[src/rtl/gray_pkg.sv]
// Shared Gray-code helpers and width limits for the counter and the standalone decoder.
package gray_pkg;

  localparam int GRAY_WIDTH_MIN = 2;
  localparam int GRAY_WIDTH_MAX = 16;

  typedef logic [GRAY_WIDTH_MAX-1:0] gray_word_t;

  typedef enum logic [1:0] {
    OP_HOLD = 2'd0,
    OP_LOAD = 2'd1,
    OP_UP   = 2'd2,
    OP_DOWN = 2'd3
  } cnt_op_t;

  // Narrower callers zero-extend; zero upper bits leave the low bits of either result unchanged.
  function automatic gray_word_t bin2gray(input gray_word_t b);
    return b ^ (b >> 1);
  endfunction

  function automatic gray_word_t gray2bin(input gray_word_t g);
    gray_word_t b;
    b[GRAY_WIDTH_MAX-1] = g[GRAY_WIDTH_MAX-1];
    for (int i = GRAY_WIDTH_MAX - 2; i >= 0; i--) begin
      b[i] = b[i+1] ^ g[i];
    end
    return b;
  endfunction

endpackage

[src/rtl/gray_to_bin.sv]
// Combinational Gray-to-binary converter; usable on its own or inside gray_counter.
module gray_to_bin
  import gray_pkg::*;
#(
  parameter int WIDTH = 4
) (
  input  logic [WIDTH-1:0] i_gray,
  output logic [WIDTH-1:0] o_bin
);

  if (WIDTH < GRAY_WIDTH_MIN || WIDTH > GRAY_WIDTH_MAX) begin : g_bad_width
    $error("gray_to_bin: WIDTH must be within 2..16");
  end

  assign o_bin = WIDTH'(gray2bin(GRAY_WIDTH_MAX'(i_gray)));

endmodule

[src/rtl/gray_counter.sv]
// Up/down binary counter with a registered Gray mirror and wrap pulse, plus an
// independent one-cycle Gray-to-binary decoder path.
module gray_counter
  import gray_pkg::*;
#(
  parameter int WIDTH = 4
) (
  input  logic             clk,
  input  logic             rst,
  input  logic             en,
  input  logic             up_dn,
  input  logic             load,
  input  logic [WIDTH-1:0] load_val,
  output logic [WIDTH-1:0] bin,
  output logic [WIDTH-1:0] gray,
  output logic             wrap,
  input  logic             cv_valid_i,
  input  logic [WIDTH-1:0] cv_gray_i,
  output logic             cv_valid_o,
  output logic [WIDTH-1:0] cv_bin_o
);

  if (WIDTH < GRAY_WIDTH_MIN || WIDTH > GRAY_WIDTH_MAX) begin : g_bad_width
    $error("gray_counter: WIDTH must be within 2..16");
  end

  localparam logic [WIDTH-1:0] L_ZERO = {WIDTH{1'b0}};
  localparam logic [WIDTH-1:0] L_ONE  = {{(WIDTH-1){1'b0}}, 1'b1};
  localparam logic [WIDTH-1:0] L_ONES = {WIDTH{1'b1}};

  logic [WIDTH-1:0] r_bin, r_gray, r_cv_bin;
  logic             r_wrap, r_cv_valid;
  logic [WIDTH-1:0] w_bin_next, w_gray_next, w_dec_bin;
  logic             w_wrap_next;
  cnt_op_t          w_op;

  always_comb begin
    if (load) begin
      w_op = OP_LOAD;
    end else if (en) begin
      w_op = up_dn ? OP_UP : OP_DOWN;
    end else begin
      w_op = OP_HOLD;
    end
  end

  always_comb begin
    w_bin_next  = r_bin;
    w_wrap_next = 1'b0;
    case (w_op)
      OP_LOAD: w_bin_next = load_val;
      OP_UP: begin
        w_bin_next  = r_bin + L_ONE;
        w_wrap_next = (r_bin == L_ONES);
      end
      OP_DOWN: begin
        w_bin_next  = r_bin - L_ONE;
        w_wrap_next = (r_bin == L_ZERO);
      end
      OP_HOLD: w_bin_next = r_bin;
      default: begin
        w_bin_next  = r_bin;
        w_wrap_next = 1'b0;
      end
    endcase
  end

  // Gray is encoded from the next binary value so both registers always agree.
  assign w_gray_next = WIDTH'(bin2gray(GRAY_WIDTH_MAX'(w_bin_next)));

  always_ff @(posedge clk or posedge rst) begin
    if (rst) begin
      r_bin  <= L_ZERO;
      r_gray <= L_ZERO;
      r_wrap <= 1'b0;
    end else begin
      r_bin  <= w_bin_next;
      r_gray <= w_gray_next;
      r_wrap <= w_wrap_next;
    end
  end

  gray_to_bin #(
    .WIDTH (WIDTH)
  ) u_gray_to_bin (
    .i_gray (cv_gray_i),
    .o_bin  (w_dec_bin)
  );

  always_ff @(posedge clk or posedge rst) begin
    if (rst) begin
      r_cv_valid <= 1'b0;
      r_cv_bin   <= L_ZERO;
    end else begin
      r_cv_valid <= cv_valid_i;
      if (cv_valid_i) begin
        r_cv_bin <= w_dec_bin;
      end else begin
        r_cv_bin <= r_cv_bin;
      end
    end
  end

  assign bin        = r_bin;
  assign gray       = r_gray;
  assign wrap       = r_wrap;
  assign cv_valid_o = r_cv_valid;
  assign cv_bin_o   = r_cv_bin;

endmodule
[config.mk]
export PLATFORM = sky130hd
export DESIGN_NAME = gray_counter
export DESIGN_NICKNAME = d
export VERILOG_FILES = /design/src/rtl/gray_pkg.sv /design/src/rtl/gray_to_bin.sv /design/src/rtl/gray_counter.sv
export SDC_FILE = /design/constraint.sdc
export NUM_CORES = 1
export LEC_CHECK = 0
export BUFFER_PORTS_ARGS = -buffer_cell sky130_fd_sc_hd__buf_2
export CORE_MARGIN = 2
export CORE_UTILIZATION = 40
export DETAILED_ROUTE_END_ITERATION = 10
export GPL_TIMING_DRIVEN = 0
export HOLD_SLACK_MARGIN = 0.12
export PLACE_DENSITY = 0.76
export SETUP_SLACK_MARGIN = 0.5
export SLEW_MARGIN = 25
export SYNTH_ARGS = -nofsm -noshare
export SYNTH_HDL_FRONTEND = slang
export SYNTH_SLANG_ARGS = --single-unit
[constraint.sdc]
create_clock -name clk -period 2.05 [get_ports clk]
set_clock_uncertainty 0.1 [all_clocks]
set_input_delay 0.1025 -clock clk [delete_from_list [all_inputs] [get_ports clk]]
set_output_delay 0.1025 -clock clk [all_outputs]
set_load 0.05 [all_outputs]
# After elaboration in Yosys (flattened, before gate mapping)
# Cells that the tools add are included.
[totals] regBits=14 input_bits=14 output_inout_bits=14 word_cells=22
[op_classes] add_sub_neg=2 eq_ne=4 n_mux=5 bitwise=4 n_reduce_logical=2
[op_table] cell="4-bit case mux with 4 select lines" count=1
[op_table] cell="4-bit by 1-bit adder with 4-bit output (second input constant)" count=1
[op_table] cell="2-bit equality test (second input constant)" count=2
[op_table] cell="4-bit equality test (second input constant)" count=1
[op_table] cell="4-bit logical NOT" count=1
[op_table] cell="2-bit two-way mux" count=2
[op_table] cell="4-bit by 1-bit subtractor with 4-bit output (second input constant)" count=1
[op_table] cell="4-bit by 3-bit XOR with 4-bit output" count=1
[op_table] cell="1-bit XOR" count=3
[op_table] cell="2-bit by 1-bit equality test with 1-bit output (second input constant)" count=1
[op_table] cell="2-bit logical NOT" count=1
[op_table] cell="1-bit case mux with 2 select lines" count=1
[op_table] cell="1-bit two-way mux" count=1

# Longest topological paths before layout
[depth] depth_word=6 depth_mapped=11 mapped_depth_nobuf=10

# Hierarchy
# Synthesis repeated with hierarchy kept, for this count alone.
[unflattened] hier_cells=60 area_unflattened_um2=681.9
[modules_own_cells] module="gray_counter" instances=1 cells_per_inst=55 area_each_um2=631.9
[modules_own_cells] module="gray_to_bin" instances=1 cells_per_inst=5 area_each_um2=50.0

# Worst setup path before layout
# Ideal clock, no wire load.
[synth_path] path_type="register to register" from="register r_bin[1] (netlist: bin[1])" to="register r_gray[2] (netlist: gray[2])" t_arrival_ps=2134 required_time_ps=1825 path_slack_ps=-308 stages_incl_launch_ff=8 period_less_slack_ps=2358 cell_sequence="dfrtp_1 xor2_1 ha_1 and2_1 o21ai_1 xor2_1 xor3_1 mux2_2"
[synth_between] elab_chain_cells=3 word_cells_on_any_way=4 classes_between="add/sub: 2; mux: 1; bitwise: 1"
[synth_rtl] element="start: declaration" line="gray_counter.sv:31" text="logic [WIDTH-1:0] r_bin, r_gray, r_cv_bin;"
[synth_rtl] element="start signal: assignment" line="gray_counter.sv:77" text="r_bin <= w_bin_next;"
[synth_rtl] element="4-bit by 1-bit subtractor with 4-bit output or 4-bit by 1-bit adder with 4-bit output (tied branches)" line="gray_counter.sv:57, gray_counter.sv:53"
[synth_rtl] element="4-bit case mux with 4 select lines *" line="gray_counter.sv:50" text="case (w_op)"
[synth_rtl] element="4-bit by 3-bit XOR with 4-bit output *" line="gray_pkg.sv:18" text="return b ^ (b >> 1);"
[synth_rtl] element="named net w_gray_next[2]" line="gray_counter.sv:33" text="logic [WIDTH-1:0] w_bin_next, w_gray_next, w_dec_bin;"
[synth_rtl] element="end signal: assignment" line="gray_counter.sv:78" text="r_gray <= w_gray_next;"
[synth_rtl] element="end: declaration" line="gray_counter.sv:31"
# Mark *: on every way through the listed nets, which the timed path passes. The rest lies on a longest branch.
# A chain may end at the register's enable or synchronous reset.

# Worst setup path in the final report
# Ends and elaborated chain as after synthesis.

==> metrics.md <==
| Metric | Value |
|---|---|
| Outcome | completed |
| Gr ovfl total | 0 |
| Max FO, Critical Path | 2 |
| Ranking of synthesized cells by area | dfrtp_1, xnor2_1, xor2_1 |
| Reg2reg path depth | 7 |
| Leakage power | 0.0004897 uW |
| Fin crit share | 0.9432 |
| CP Launch Point | bin[1]$_DFF_PP0_ |
| Layout area overhead | 57.53% |
| DRC viols | 0 |
| Placed cells | 103 |
| Synth area leader | dfrtp_1 |
| DP Worst Slack | -0.1240 ns |
| Critical Path AT | 1.99 ns |
| Pin count of the biggest net entering global routing | 14 |
| Vias in the first global route | 543 |
| Syn Nets | 75 |
| Top FF cell, synth | dfrtp_1 |
| Clock Path Buffers | 2 |
| Peak supply drop | 540.4 uV |
| Power Dens Cells | 887.1 nW/um^2 |
| Antenna cells | 0 |
| Post-synthesis instance area | 648.1 um^2 |
| Max Freq | 0.5172 GHz |
| Final setup viols | 0 |
| Initial DRC Count | 6 |
| Clk_lat worst skew | 0.26 ns |
| Fin cells | 121 |
| Total CTS buffers | 3 |
| Reg-to-Reg End | gray[2]$_DFF_PP0_ |
| Placer Congestion | 0.7159 |
| Worst setup path end | gray[2]$_DFF_PP0_ |
| H-tree Lvls | 1 |
| Flops & latches, synth | 13 |
| Crit start category | flop |
| RSZ-0062 raised after global routing | true |
| Via-to-Cell Ratio | 4.785 |
| Synth warn | 0 |
| Via Count | 579 |
| Critical path's largest stage delay | 0.41 ns |
| Max-cap violations | 0 |
| PortBufs | 27 |
| Min Tclk post-route | 1.934 ns |
| Crit-path cells | xor2_1 -> ha_2 -> and2_4 -> o21ai_2 -> xor2_1 -> xor3_1 -> mux2_4 |
| Crit. End Element | flop |
| Crit Path Class | reg -> reg |
| Placeable Area | 1506 um^2 |
| TritonCTS clock tree | done |
| CP required | 2.11 ns |
| Post-route ant nets | 0 |
| Final Max Slew Viols | 0 |
| Initial antenna violation count | 0 |
| Worst-Margin Slew | 0.4658 ns |
| Class of the worst hold path | in -> reg |
| I/O pin count | 28 |
| Root buffer cell | clkbuf_4 |
| First-pass GRT wire length | 2.428 mm |
| Post-layout nets | 121 |
| Cells after synthesis | 60 |
| Final hold violations | 0 |
| Crit path top cell by count | xor2_1 |
| Yosys top cell area share | 0.5019 |
| CP max stage cell | dfrtp_2 |
| WL/cell | 12.26 um |
| Detailed Routing Iterations Pass 1 | 2 |
| Worst reg-to-reg setup slack | 0.12 ns |
| Die Height | 44.25 um |
| Post-synth EDFFs | 0 |
| Setup ws final | 0.1164 ns |
| # rows | 14 |
| Setup TNS | 0 ns |
| Worst hold slack | 0.1518 ns |
| GRT Overall Usage | 0.1738 |
| Unique masters post-synth | 23 |
| Initial Utilization | 0.4302 |
| HPWL reported at the end of detailed placement | 901.8 um |
| Clk sinks | 13 |
| Post-Syn Area per Cell | 10.80 um^2 |
| Seq/Total Area, Yosys | 0.5019 |
| Die ar. | 1958 um^2 |
| Clk slew on worst S/H paths | 0.07 ns |
| Post-synth ARST share | 1.000 |
| Fraction of layout cells with a size suffix above 1 | 0.5048 |
| Rel. slew slack | 0.6892 |
| FF-to-FF Start | bin[1]$_DFF_PP0_ |
| Drt total wl | 1.483 mm |
| DIE WIDTH | 44.25 um |
==> cell type report <==
cell class                      instances  area [um^2]
Fill cell                             111        485.5
Multi-Input combinational cell         42        352.8
Sequential cell                        13        329.1
Timing Repair Buffer                   41        269.0
Clock buffer                            4        26.28
Tap cell                               16        20.02
Buffer                                  2        12.51
Inverter                                3        11.26
==> placed cells by master (no fill, tap or decap), types with 2 or more instances in the layout <==
master and count:
mux2_2 2, nand2_1 4, dfrtp_2 3, xnor2_1 6, inv_1 2, a21oi_1 2, nor2_2 2, buf_4 4
buf_2 28, nor2_1 5, clkbuf_4 3, dlygate4sd3_1 10, dfrtp_1 10, xor2_1 4
==> kinds of logic after synthesis <==
group,after synthesis,share of synthesized area
XOR/XNOR,11,0.1718
adder cells (fa/ha/maj),1,0.01930
AND/OR/NAND/NOR,15,0.1023
buffers and inverters,5,0.03668
AO/OA/AOI/OAI,11,0.1004
flip-flops,13,0.5019
multiplexers,4,0.06756
==> metrics by stage <==
step | total power [uW] | utilization | cell area [um^2]
2_1_floorplan | 614.9 | - | 675.6
3_3_place_gp | 693.3 | 0.5515 | 830.8
3_5_place_dp | 699.0 | 0.5515 | 830.8
4_1_cts | 900.2 | 0.6678 | 1006
5_1_grt | 962.9 | 0.6777 | 1021
6_report | 905.8 | 0.6777 | 1021
==> repair_timing <==
action                                  in CTS  in global routing
gates cloned                                 0                  0
setup buffers                                3                  1
hold buffers                                10                  0
endpoints found under the setup margin       4                  6
pin swaps                                    3                  1
resized for setup                            6                  5
hold endpoints to repair                    25                  0
==> state kept, by name, indices dropped and copies added, names as in the netlist <==
| name | flops |
|---|---|
| cv_bin_o | 4 |
| bin | 4 |
| wrap | 1 |
| gray | 3 |
| cv_valid_o | 1 |
==> cell usage after synthesis, types with 2 or more instances <==
cell     number
a21oi_1       3
dfrtp_1      13
inv_1         2
mux2_2        3
nand2_1       4
nor2_1        7
nor3_1        2
o21ai_0       2
o21ai_1       2
xnor2_1       6
xor2_1        4
==> worst max-delay path, delay by kind of cell (launching register included) <==
family / cells / cell delay (ns)
flops: 1 / 0.41
simple gates: 1 / 0.13
fa+ha+maj: 1 / 0.18
compound gates: 1 / 0.12
xor+xnor: 3 / 0.60
mux: 1 / 0.28
==> where the power goes <==
part	switching (uW)	internal (uW)	total, uW
Clock	74.3	75.3	150
Combinational	274	156	430
Sequential	26.5	300	326
Total	375	531	906
==> routing by layer <==
layer	routed length, um	global-route usage	vias up
met4	34	0.05455	0
li1	-	-	294
met3	70	0.04898	4
met2	802	0.3118	17
met1	576	0.1984	264
met5	0	0	-
==> worst min path at each step <==
stage	from	to	slack, ns	cells after the start
after floorplan	rst	bin[3]$_DFF_PP0_	-0.12	1
after global routing	cv_gray_i[1]	cv_bin_o[1]$_DFFE_PP0P_	0.17	3
final	cv_gray_i[1]	cv_bin_o[0]$_DFFE_PP0P_	0.15	4
after global placement	rst	gray[2]$_DFF_PP0_	0.04	2
after CTS	cv_gray_i[1]	cv_bin_o[1]$_DFFE_PP0P_	0.12	3
after detailed placement	rst	bin[3]$_DFF_PP0_	0.03	2
(Power assumes the default switching activity.)
